## src/rtl/decode_issue_ctrl.sv

```systemverilog
// Decode/issue controller: two-entry skid buffer between fetch and EX,
// immediate/register-field decode at capture, one-cycle load-use bubble,
// and pipeline flush.
module decode_issue_ctrl #(
  parameter int CNT_W = 16
) (
  input  logic             clk,
  input  logic             rst,
  input  logic             flush,
  input  logic             in_valid,
  output logic             in_ready,
  input  logic [31:0]      in_instr,
  input  logic [31:0]      in_pc,
  output logic             out_valid,
  input  logic             out_ready,
  output logic [31:0]      out_pc,
  output logic [6:0]       out_opcode,
  output logic [4:0]       out_rd,
  output logic [4:0]       out_rs1,
  output logic [4:0]       out_rs2,
  output logic [31:0]      out_imm,
  output logic             out_is_load,
  output logic [CNT_W-1:0] bubble_count
);

  typedef enum logic [1:0] {EMPTY, ONE, TWO} state_e;

  typedef struct packed {
    logic [31:0] pc;
    logic [6:0]  opcode;
    logic [4:0]  rd;
    logic [4:0]  rs1;
    logic [4:0]  rs2;
    logic [31:0] imm;
    logic        is_load;
    logic        use_rs1;
    logic        use_rs2;
  } entry_t;

  localparam logic [6:0] OP_LOAD   = 7'b0000011;
  localparam logic [6:0] OP_IMM    = 7'b0010011;
  localparam logic [6:0] OP_STORE  = 7'b0100011;
  localparam logic [6:0] OP_BRANCH = 7'b1100011;
  localparam logic [6:0] OP_JAL    = 7'b1101111;
  localparam logic [6:0] OP_REG    = 7'b0110011;

  // Decode one fetched word into the bundle stored in a buffer entry.
  function automatic entry_t decode(input logic [31:0] i, input logic [31:0] pc);
    entry_t e;
    e         = '0;
    e.pc      = pc;
    e.opcode  = i[6:0];
    e.rd      = i[11:7];
    e.rs1     = i[19:15];
    e.rs2     = i[24:20];
    e.is_load = (i[6:0] == OP_LOAD);
    case (i[6:0])
      OP_LOAD, OP_IMM: begin
        e.imm     = {{20{i[31]}}, i[31:20]};
        e.use_rs1 = 1'b1;
      end
      OP_STORE: begin
        e.imm     = {{20{i[31]}}, i[31:25], i[11:7]};
        e.use_rs1 = 1'b1;
        e.use_rs2 = 1'b1;
      end
      OP_BRANCH: begin
        e.imm     = {{19{i[31]}}, i[31], i[7], i[30:25], i[11:8], 1'b0};
        e.use_rs1 = 1'b1;
        e.use_rs2 = 1'b1;
      end
      OP_JAL: begin
        e.imm     = {{11{i[31]}}, i[31], i[19:12], i[20], i[30:21], 1'b0};
      end
      OP_REG: begin
        e.use_rs1 = 1'b1;
        e.use_rs2 = 1'b1;
      end
      default: ;
    endcase
    return e;
  endfunction

  // Saturating increment: holds at all-ones.
  function automatic logic [CNT_W-1:0] sat_inc(input logic [CNT_W-1:0] v);
    return (&v) ? v : v + CNT_W'(1);
  endfunction

  state_e           state_q, state_d;
  entry_t           main_q, main_d;
  entry_t           skid_q, skid_d;
  entry_t           new_e;
  logic             lu_pending_q, lu_pending_d;
  logic [4:0]       lu_rd_q, lu_rd_d;
  logic [CNT_W-1:0] bubble_cnt_q, bubble_cnt_d;
  logic             hazard, bubble, in_fire, out_fire;

  assign new_e = decode(in_instr, in_pc);

  assign hazard = (main_q.use_rs1 && (main_q.rs1 == lu_rd_q)) ||
                  (main_q.use_rs2 && (main_q.rs2 == lu_rd_q));
  assign bubble = lu_pending_q && (state_q != EMPTY) && hazard;

  // Handshake outputs depend on registered state only.
  assign in_ready  = (state_q != TWO);
  assign out_valid = (state_q != EMPTY) && !bubble;
  assign in_fire   = in_valid && in_ready;
  assign out_fire  = out_valid && out_ready;

  assign out_pc       = main_q.pc;
  assign out_opcode   = main_q.opcode;
  assign out_rd       = main_q.rd;
  assign out_rs1      = main_q.rs1;
  assign out_rs2      = main_q.rs2;
  assign out_imm      = main_q.imm;
  assign out_is_load  = main_q.is_load;
  assign bubble_count = bubble_cnt_q;

  // Next-state: buffer occupancy, entry movement, load-use tracking, flush.
  always_comb begin
    state_d      = state_q;
    main_d       = main_q;
    skid_d       = skid_q;
    lu_pending_d = 1'b0;
    lu_rd_d      = lu_rd_q;
    bubble_cnt_d = bubble ? sat_inc(bubble_cnt_q) : bubble_cnt_q;

    if (out_fire && main_q.is_load && (main_q.rd != 5'd0)) begin
      lu_pending_d = 1'b1;
      lu_rd_d      = main_q.rd;
    end

    case (state_q)
      EMPTY: begin
        if (in_fire) begin
          main_d  = new_e;
          state_d = ONE;
        end
      end
      ONE: begin
        if (in_fire && out_fire) begin
          main_d = new_e;
        end else if (in_fire) begin
          skid_d  = new_e;
          state_d = TWO;
        end else if (out_fire) begin
          state_d = EMPTY;
        end
      end
      TWO: begin
        if (out_fire) begin
          main_d  = skid_q;
          state_d = ONE;
        end
      end
      default: state_d = EMPTY;
    endcase

    // A flush kills both entries and any beat accepted this cycle.
    if (flush) begin
      state_d      = EMPTY;
      lu_pending_d = 1'b0;
    end
  end

  // State register; reset clears payload too so outputs read as zero.
  always_ff @(posedge clk) begin
    if (rst) begin
      state_q      <= EMPTY;
      main_q       <= '0;
      skid_q       <= '0;
      lu_pending_q <= 1'b0;
      lu_rd_q      <= 5'd0;
      bubble_cnt_q <= '0;
    end else begin
      state_q      <= state_d;
      main_q       <= main_d;
      skid_q       <= skid_d;
      lu_pending_q <= lu_pending_d;
      lu_rd_q      <= lu_rd_d;
      bubble_cnt_q <= bubble_cnt_d;
    end
  end

endmodule

```

## config.mk

```make
export PLATFORM = sky130hd
export DESIGN_NAME = decode_issue_ctrl
export DESIGN_NICKNAME = d
export VERILOG_FILES = /design/src/rtl/decode_issue_ctrl.sv
export SDC_FILE = /design/constraint.sdc
export NUM_CORES = 1
export LEC_CHECK = 0
export CORE_ASPECT_RATIO = 0.8
export CORE_UTILIZATION = 25
export CTS_BUF_LIST = sky130_fd_sc_hd__clkbuf_4 sky130_fd_sc_hd__clkbuf_8
export CTS_CLUSTER_SIZE = 40
export DETAILED_ROUTE_END_ITERATION = 10
export GPL_TIMING_DRIVEN = 0
export SLEW_MARGIN = 30
export SYNTH_ARGS = -nofsm -noshare
export SYNTH_HDL_FRONTEND = slang
export SYNTH_SLANG_ARGS = --single-unit
```

## constraint.sdc

```tcl
create_clock -name clk -period 2.5 [get_ports clk]
set_clock_uncertainty 0.1 [all_clocks]
set_input_delay 0.5 -clock clk [delete_from_list [all_inputs] [get_ports clk]]
set_output_delay 0.5 -clock clk [all_outputs]
set_load 0.02 [all_outputs]
```

==> results.sh, run 1 <==
export IMPL_outcome="finished clean"
export IMPL_clk_path_buf_depth=2
export IMPL_slew_viol_final=0
export IMPL_yosysTopAreaCell="dfxtp_1"
export IMPL_die_y_um=160
export IMPL_grt_pass1_vias=6625
export IMPL_syn_area_per_cell_um2=8.05
export IMPL_synth_commonest_cells="dfxtp_1 (180), nand2_1 (141), nor2_1 (119)"
export IMPL_grt_ovfl_total=0
export IMPL_rows=57
export IMPL_nets=1231
export IMPL_cts_hold_buffers_added=0
export IMPL_cp_arrival_ns=2.75
export IMPL_ys_seq_elements=180
export IMPL_synth_cell_types=50
export IMPL_routed_wirelength_mm=26.0
export IMPL_globalplace_congestion=0.810
export IMPL_insertion_delay_ns=0.48
export IMPL_peakVddDrop_mv=0.332
export IMPL_drc_errors=0
export IMPL_grt_max_degree=17
export IMPL_track_usage_pct=16.1
export IMPL_worst_setup_path_start_kind="input port"
export IMPL_cts_sinks=180
export IMPL_ys_async_sr_fraction_pct=0
export IMPL_synth_cells=971
export IMPL_max_freq_mhz=406
export IMPL_dp_hpwl_mm=19.6
export IMPL_drt_wirelength_per_cell_um=16.4
export IMPL_first_pass_iters=5
export IMPL_reg2reg_slack_ns=0.09
export IMPL_core_um2=30600
export IMPL_whs_ns=0.268
export IMPL_first_iter_violations=594
export IMPL_area_growth_synth_to_final_pct=35.7
export IMPL_required_ns=2.79
export IMPL_worst_pin_slew_ns=0.818
export IMPL_n_fill_cell=3184
export IMPL_synth_top_area_share_pct=46.1
export IMPL_fin_crit_sh_pct=98.5
export IMPL_portBuffers=171
export IMPL_vias_per_cell=4.68
export IMPL_synthTopCellsByArea="dfxtp_1 (46%), buf_4 (8.3%), nand2_1 (6.8%)"
export IMPL_htree_levels=4
export IMPL_ys_flop_type="dfxtp_1"
export IMPL_vias=7427
export IMPL_place_ws_ns=-0.607
export IMPL_cts_root_buf="clkbuf_8"
export IMPL_p_per_area_nw_per_um2=603
export IMPL_setup_slack_ns=0.0380
export IMPL_synth_edf_count=0
export IMPL_setup_tns_ns=0
export IMPL_cts_tree="done"
export IMPL_p_leak_uw=0.00396
export IMPL_syn_area_um2=7820
export IMPL_antenna_left=0
export IMPL_slew_limit_headroom_pct=45.1
export IMPL_finalHoldViolCount=0
export IMPL_io_pin_count=174
export IMPL_post_route_cell_area_um2=10600
export IMPL_dieWidth_um=200
export IMPL_max_cap_viol_count=0
export IMPL_die_area_um2=32000
export IMPL_yosysSeqAreaShare_pct=46.1
export IMPL_drive_gt1_share_pct=15.8
export IMPL_timing_final_crit_period_ns=2.46
export IMPL_end_kind="flip-flop"
export IMPL_clk_pin_slew_ns=0.09
export IMPL_antenna_found_initial=1
export IMPL_layout_area_seq_um2=3610
export IMPL_synthesis_nets=1041
export IMPL_path_class="in -> reg"
export IMPL_setup_viol=0
export IMPL_hold_class="in -> reg"
export IMPL_multi_input_area_um2=3340
export IMPL_start_util_pct=25.6
export IMPL_cp_max_fo=10
export IMPL_yosys_warnings=0
export IMPL_synth_most_common_cell="dfxtp_1"
export IMPL_rsz0062_at_grt="true"
export IMPL_dpl_cell_area_um2=10100
export IMPL_cts_buffers=17
export IMPL_grt_pass1_wl_mm=38.6
[cell type report]
type	instances	share of cell area, %
clock inverter	12	1.66
timing repair buffer	173	16.3
sequential	180	34.1
multi-input combinational	631	31.5
tap	413	4.87
clock buffer	20	2.48
inverter	8	0.283
buffer	150	8.84
antenna	1	0.0236
[path summary, 6_finish.rpt]
check                                  from    endpoint  cells after the start
worst max register to register   lu_rd_q[1]   skid_q[7]                      9
worst min-delay path            in_instr[5]  skid_q[55]                      3
worst min register to register   out_imm[2]  out_imm[2]                      2
worst max-delay path            in_instr[4]  out_imm[9]                      8
[flip-flops by register name (all words and copies together) (netlist names)]
name          count
out_opcode        7
out_rs1           5
state_q           2
out_pc           32
lu_pending_q      1
lu_rd_q           5
out_is_load       1
main_q            2
skid_q           78
bubble_count     16
out_imm          21
out_rs2           5
out_rd            5
[power breakdown]
part / total (uW) / leakage [uW] / switching (uW) / internal [uW]
Clock: 2260 / 0.000221 / 1120 / 1140
Combinational: 1070 / 0.00227 / 549 / 525
Sequential: 3060 / 0.00147 / 81.1 / 2980
[worst max-delay path, cell delays in order]
cell	delay (ns)
clkdlybuf4s50_1	0.59
nor2b_1	0.30
nand4_1	0.29
a21oi_4	0.32
buf_2	0.26
and3_1	0.17
a21oi_1	0.05
a211oi_1	0.25
[cell families (layout without fill, tap and decap cells)]
kind of cell | Yosys count | count (layout) | share of synthesized area (%)
compound gates | 211 | 211 | 17.0
xor+xnor | 14 | 14 | 1.57
simple gates | 399 | 399 | 22.3
mux | 6 | 6 | 0.816
buf+inv | 160 | 363 | 12.0
fa+ha+maj | 1 | 1 | 0.160
other cells | 0 | 1 | 0
flops | 180 | 180 | 46.1
[per-stage QoR]
step,power [uW],cells,utilization [%]
after floorplan,3700,971,-
after global placement,4190,1555,32.8
after detailed placement,4200,1555,32.9
after CTS,6460,1587,34.6
after global routing,6680,1587,34.7
final,6400,1588,34.7
[cell usage in the layout, fill, tap and decap left out, types with 9 or more instances in the layout]
cell             synthesis  routed
dfxtp_1                180     171
clkdlybuf4s50_1          0     169
nand2_1                141     141
nor2_1                 119     118
buf_4                   86      88
a21oi_1                 84      83
nor3_1                  74      73
o22ai_1                 58      58
clkbuf_1                51      32
nand3_1                 19      18
clkbuf_8                 0      18
buf_2                   15      15
clkbuf_2                 0      14
xnor2_1                 13      13
a211oi_1                14      13
a21o_1                  11      11
and3_1                  11      11
dfxtp_2                  0       9
[metal layers]
| metal | wire length (um) | GRT usage [%] |
|---|---|---|
| met3 | 1930 | 3.86 |
| met1 | 12600 | 23.5 |
| met2 | 11200 | 23.8 |
| met5 | 0 | 0 |
| met4 | 223 | 3.23 |
[timing repair]
action	4_1_cts	5_1_grt
resized for setup	30	28
buffers inserted	2	0
pin swaps	4	0
setup endpoints to repair	142	125
Power figures use the tool's default switching activity.
==> inputs of run 2 (changes only) <==
Settings changed: RECOVER_POWER from default to 100.
==> run 2 against run 1 <==
  * Sequential power hardly changed
  * Clock power hardly changed
  * Combinational power hardly changed
  * Setup slack worse by 0.012 ns
  * Largest cell class unchanged
  * Register-to-register slack hardly changed
  * Critical path depth stayed put
  * Highest routed layer unchanged
  * Flip-flop and latch count stayed put
  * Largest power group unchanged
==> results.sh, run 2 (synthesized netlist as in run 1, its figures left out) <==
export IMPL_antenna_found_initial=1
export IMPL_slew_viol_final=0
export IMPL_dp_hpwl_mm=19.6
export IMPL_r2r_start="lu_rd_q[1]"
export IMPL_clk_path_buf_depth=2
export IMPL_worst_setup_path_start_kind="input port"
export IMPL_layoutNonFillerInstCount=1588
export IMPL_area_growth_synth_to_final_pct=35.7
export IMPL_cts_hold_buffers_added=0
export IMPL_slew_limit_headroom_pct=43.9
export IMPL_cp_max_fo=10
export IMPL_rows=57
export IMPL_die_area_um2=32000
export IMPL_cts_buffers=17
export IMPL_path_class="in -> reg"
export IMPL_vias_per_cell=4.67
export IMPL_peakVddDrop_mv=0.332
export IMPL_cp_arrival_ns=2.76
export IMPL_min_from="in_instr[5]"
export IMPL_reg2reg_to="skid_q[7]"
export IMPL_drc_errors=0
export IMPL_timing_final_crit_period_ns=2.47
export IMPL_worst_pin_slew_ns=0.836
export IMPL_finalHoldViolCount=0
export IMPL_p_leak_uw=0.00409
export IMPL_mostFrequentLayoutCells="dfxtp_1 (171), nand2_1 (141), nor2_1 (118)"
export IMPL_grt_pass1_vias=6625
export IMPL_clk_pin_slew_ns=0.09
export IMPL_grt_pass1_wl_mm=38.6
export IMPL_max_freq_mhz=404
export IMPL_setup_viol=0
export IMPL_reg2reg_slack_ns=0.10
export IMPL_grt_max_degree=17
export IMPL_dpl_cell_area_um2=10100
export IMPL_dp_cells=1555
export IMPL_whs_ns=0.264
export IMPL_drive_gt1_share_pct=15.8
export IMPL_first_pass_iters=5
export IMPL_first_iter_violations=554
export IMPL_insertion_delay_ns=0.48
export IMPL_p_per_area_nw_per_um2=600
export IMPL_core_um2=30600
export IMPL_hold_class="in -> reg"
export IMPL_portBuffers=171
export IMPL_antenna_left=0
export IMPL_die_y_um=160
export IMPL_globalplace_congestion=0.810
export IMPL_fin_crit_sh_pct=99.0
export IMPL_final_common_cell="dfxtp_1"
export IMPL_htree_levels=4
export IMPL_dieWidth_um=200
export IMPL_largest_register_ff_count=78
export IMPL_routed_wirelength_mm=26.0
export IMPL_nets=1231
export IMPL_drt_wirelength_per_cell_um=16.4
export IMPL_end_kind="flip-flop"
export IMPL_io_pin_count=174
export IMPL_worstRegToRegCells=9
export IMPL_start_util_pct=25.6
export IMPL_max_cap_viol_count=0
export IMPL_min_to="skid_q[55]"
export IMPL_cts_root_buf="clkbuf_8"
export IMPL_post_route_cell_area_um2=10600
export IMPL_top_register="skid_q"
export IMPL_grt_ovfl_total=0
export IMPL_hold_path_depth=3
export IMPL_power_uw=6370
export IMPL_rsz0062_at_grt="true"
export IMPL_track_usage_pct=16.1
export IMPL_cts_tree="done"
export IMPL_cts_sinks=180
export IMPL_vias=7417
export IMPL_outcome="finished clean"
export IMPL_required_ns=2.79
## run 2: cell count changes in the layout (fill, tap and decap cells not counted), sizes merged
cell,before,now
dlygate4sd3,0,53
clkdlybuf4s50,169,116
## run 2: cell type report
cell class                 instances  area [um^2]
antenna                            1         2.50
inverter                           8         30.0
tap                              413          517
clock buffer                      20          263
timing repair buffer             173         1730
sequential                       180         3610
multi-input combinational        631         3340
buffer                           150          938
fill                            3184        20000
clock inverter                    12          176
## run 2: per-layer routing
metal	GRT usage (%)	vias to the layer above	wire (um)
met4	3.23	0	239
met2	23.8	263	11200
met1	23.5	3475	12700
li1	-	3661	-
met5	0	-	0
met3	3.86	18	1870
## run 2: worst max-delay path, cell delays in order
cell and delay, ns:
clkdlybuf4s50_1 0.60, nor2b_1 0.30, nand4_1 0.30, a21oi_4 0.32
buf_2 0.26, and3_1 0.17, a21oi_1 0.05, a211oi_1 0.25
## run 2: how the worst max path moves through the flow
stage,end,cells past startpoint,slack (ns),startpoint
floorplan,bubble_count[9],7,0.31,bubble_count[0]
global placement,out_pc[4],7,-0.82,in_valid
detailed placement,out_imm[9],8,-0.61,in_instr[4]
CTS,bubble_count[12],7,-0.04,lu_rd_q[1]
global route,out_imm[9],8,-0.009,in_instr[4]
finish,out_imm[9],8,0.03,in_instr[4]
## run 2: per-stage QoR
| stage | util, % | TNS [ns] | setup WS [ns] |
|---|---|---|---|
| global placement | 32.8 | -74.59 | -0.815 |
| global route | 34.7 | -0.0113 | -0.00946 |
| finish | 34.7 | 0 | 0.0257 |
| CTS | 34.6 | -0.0822 | -0.0428 |
| floorplan | - | 0 | 0.307 |
| detailed placement | 32.9 | -51.63 | -0.607 |
## run 2: power breakdown
group / switching, uW / internal [uW] / leakage (uW) / total (uW)
Sequential: 81.2 / 2980 / 0.00147 / 3060
Clock: 1120 / 1140 / 0.000221 / 2260
Combinational: 546 / 503 / 0.00239 / 1050
Total: 1740 / 4630 / 0.00409 / 6370
## run 2: what timing repair did
item                                    4_1_cts  5_1_grt
setup buffers                                 2        0
endpoints found under the setup margin      142      125
cloned                                        0        0
gates resized for setup                      30       28
pin swaps                                     4        0
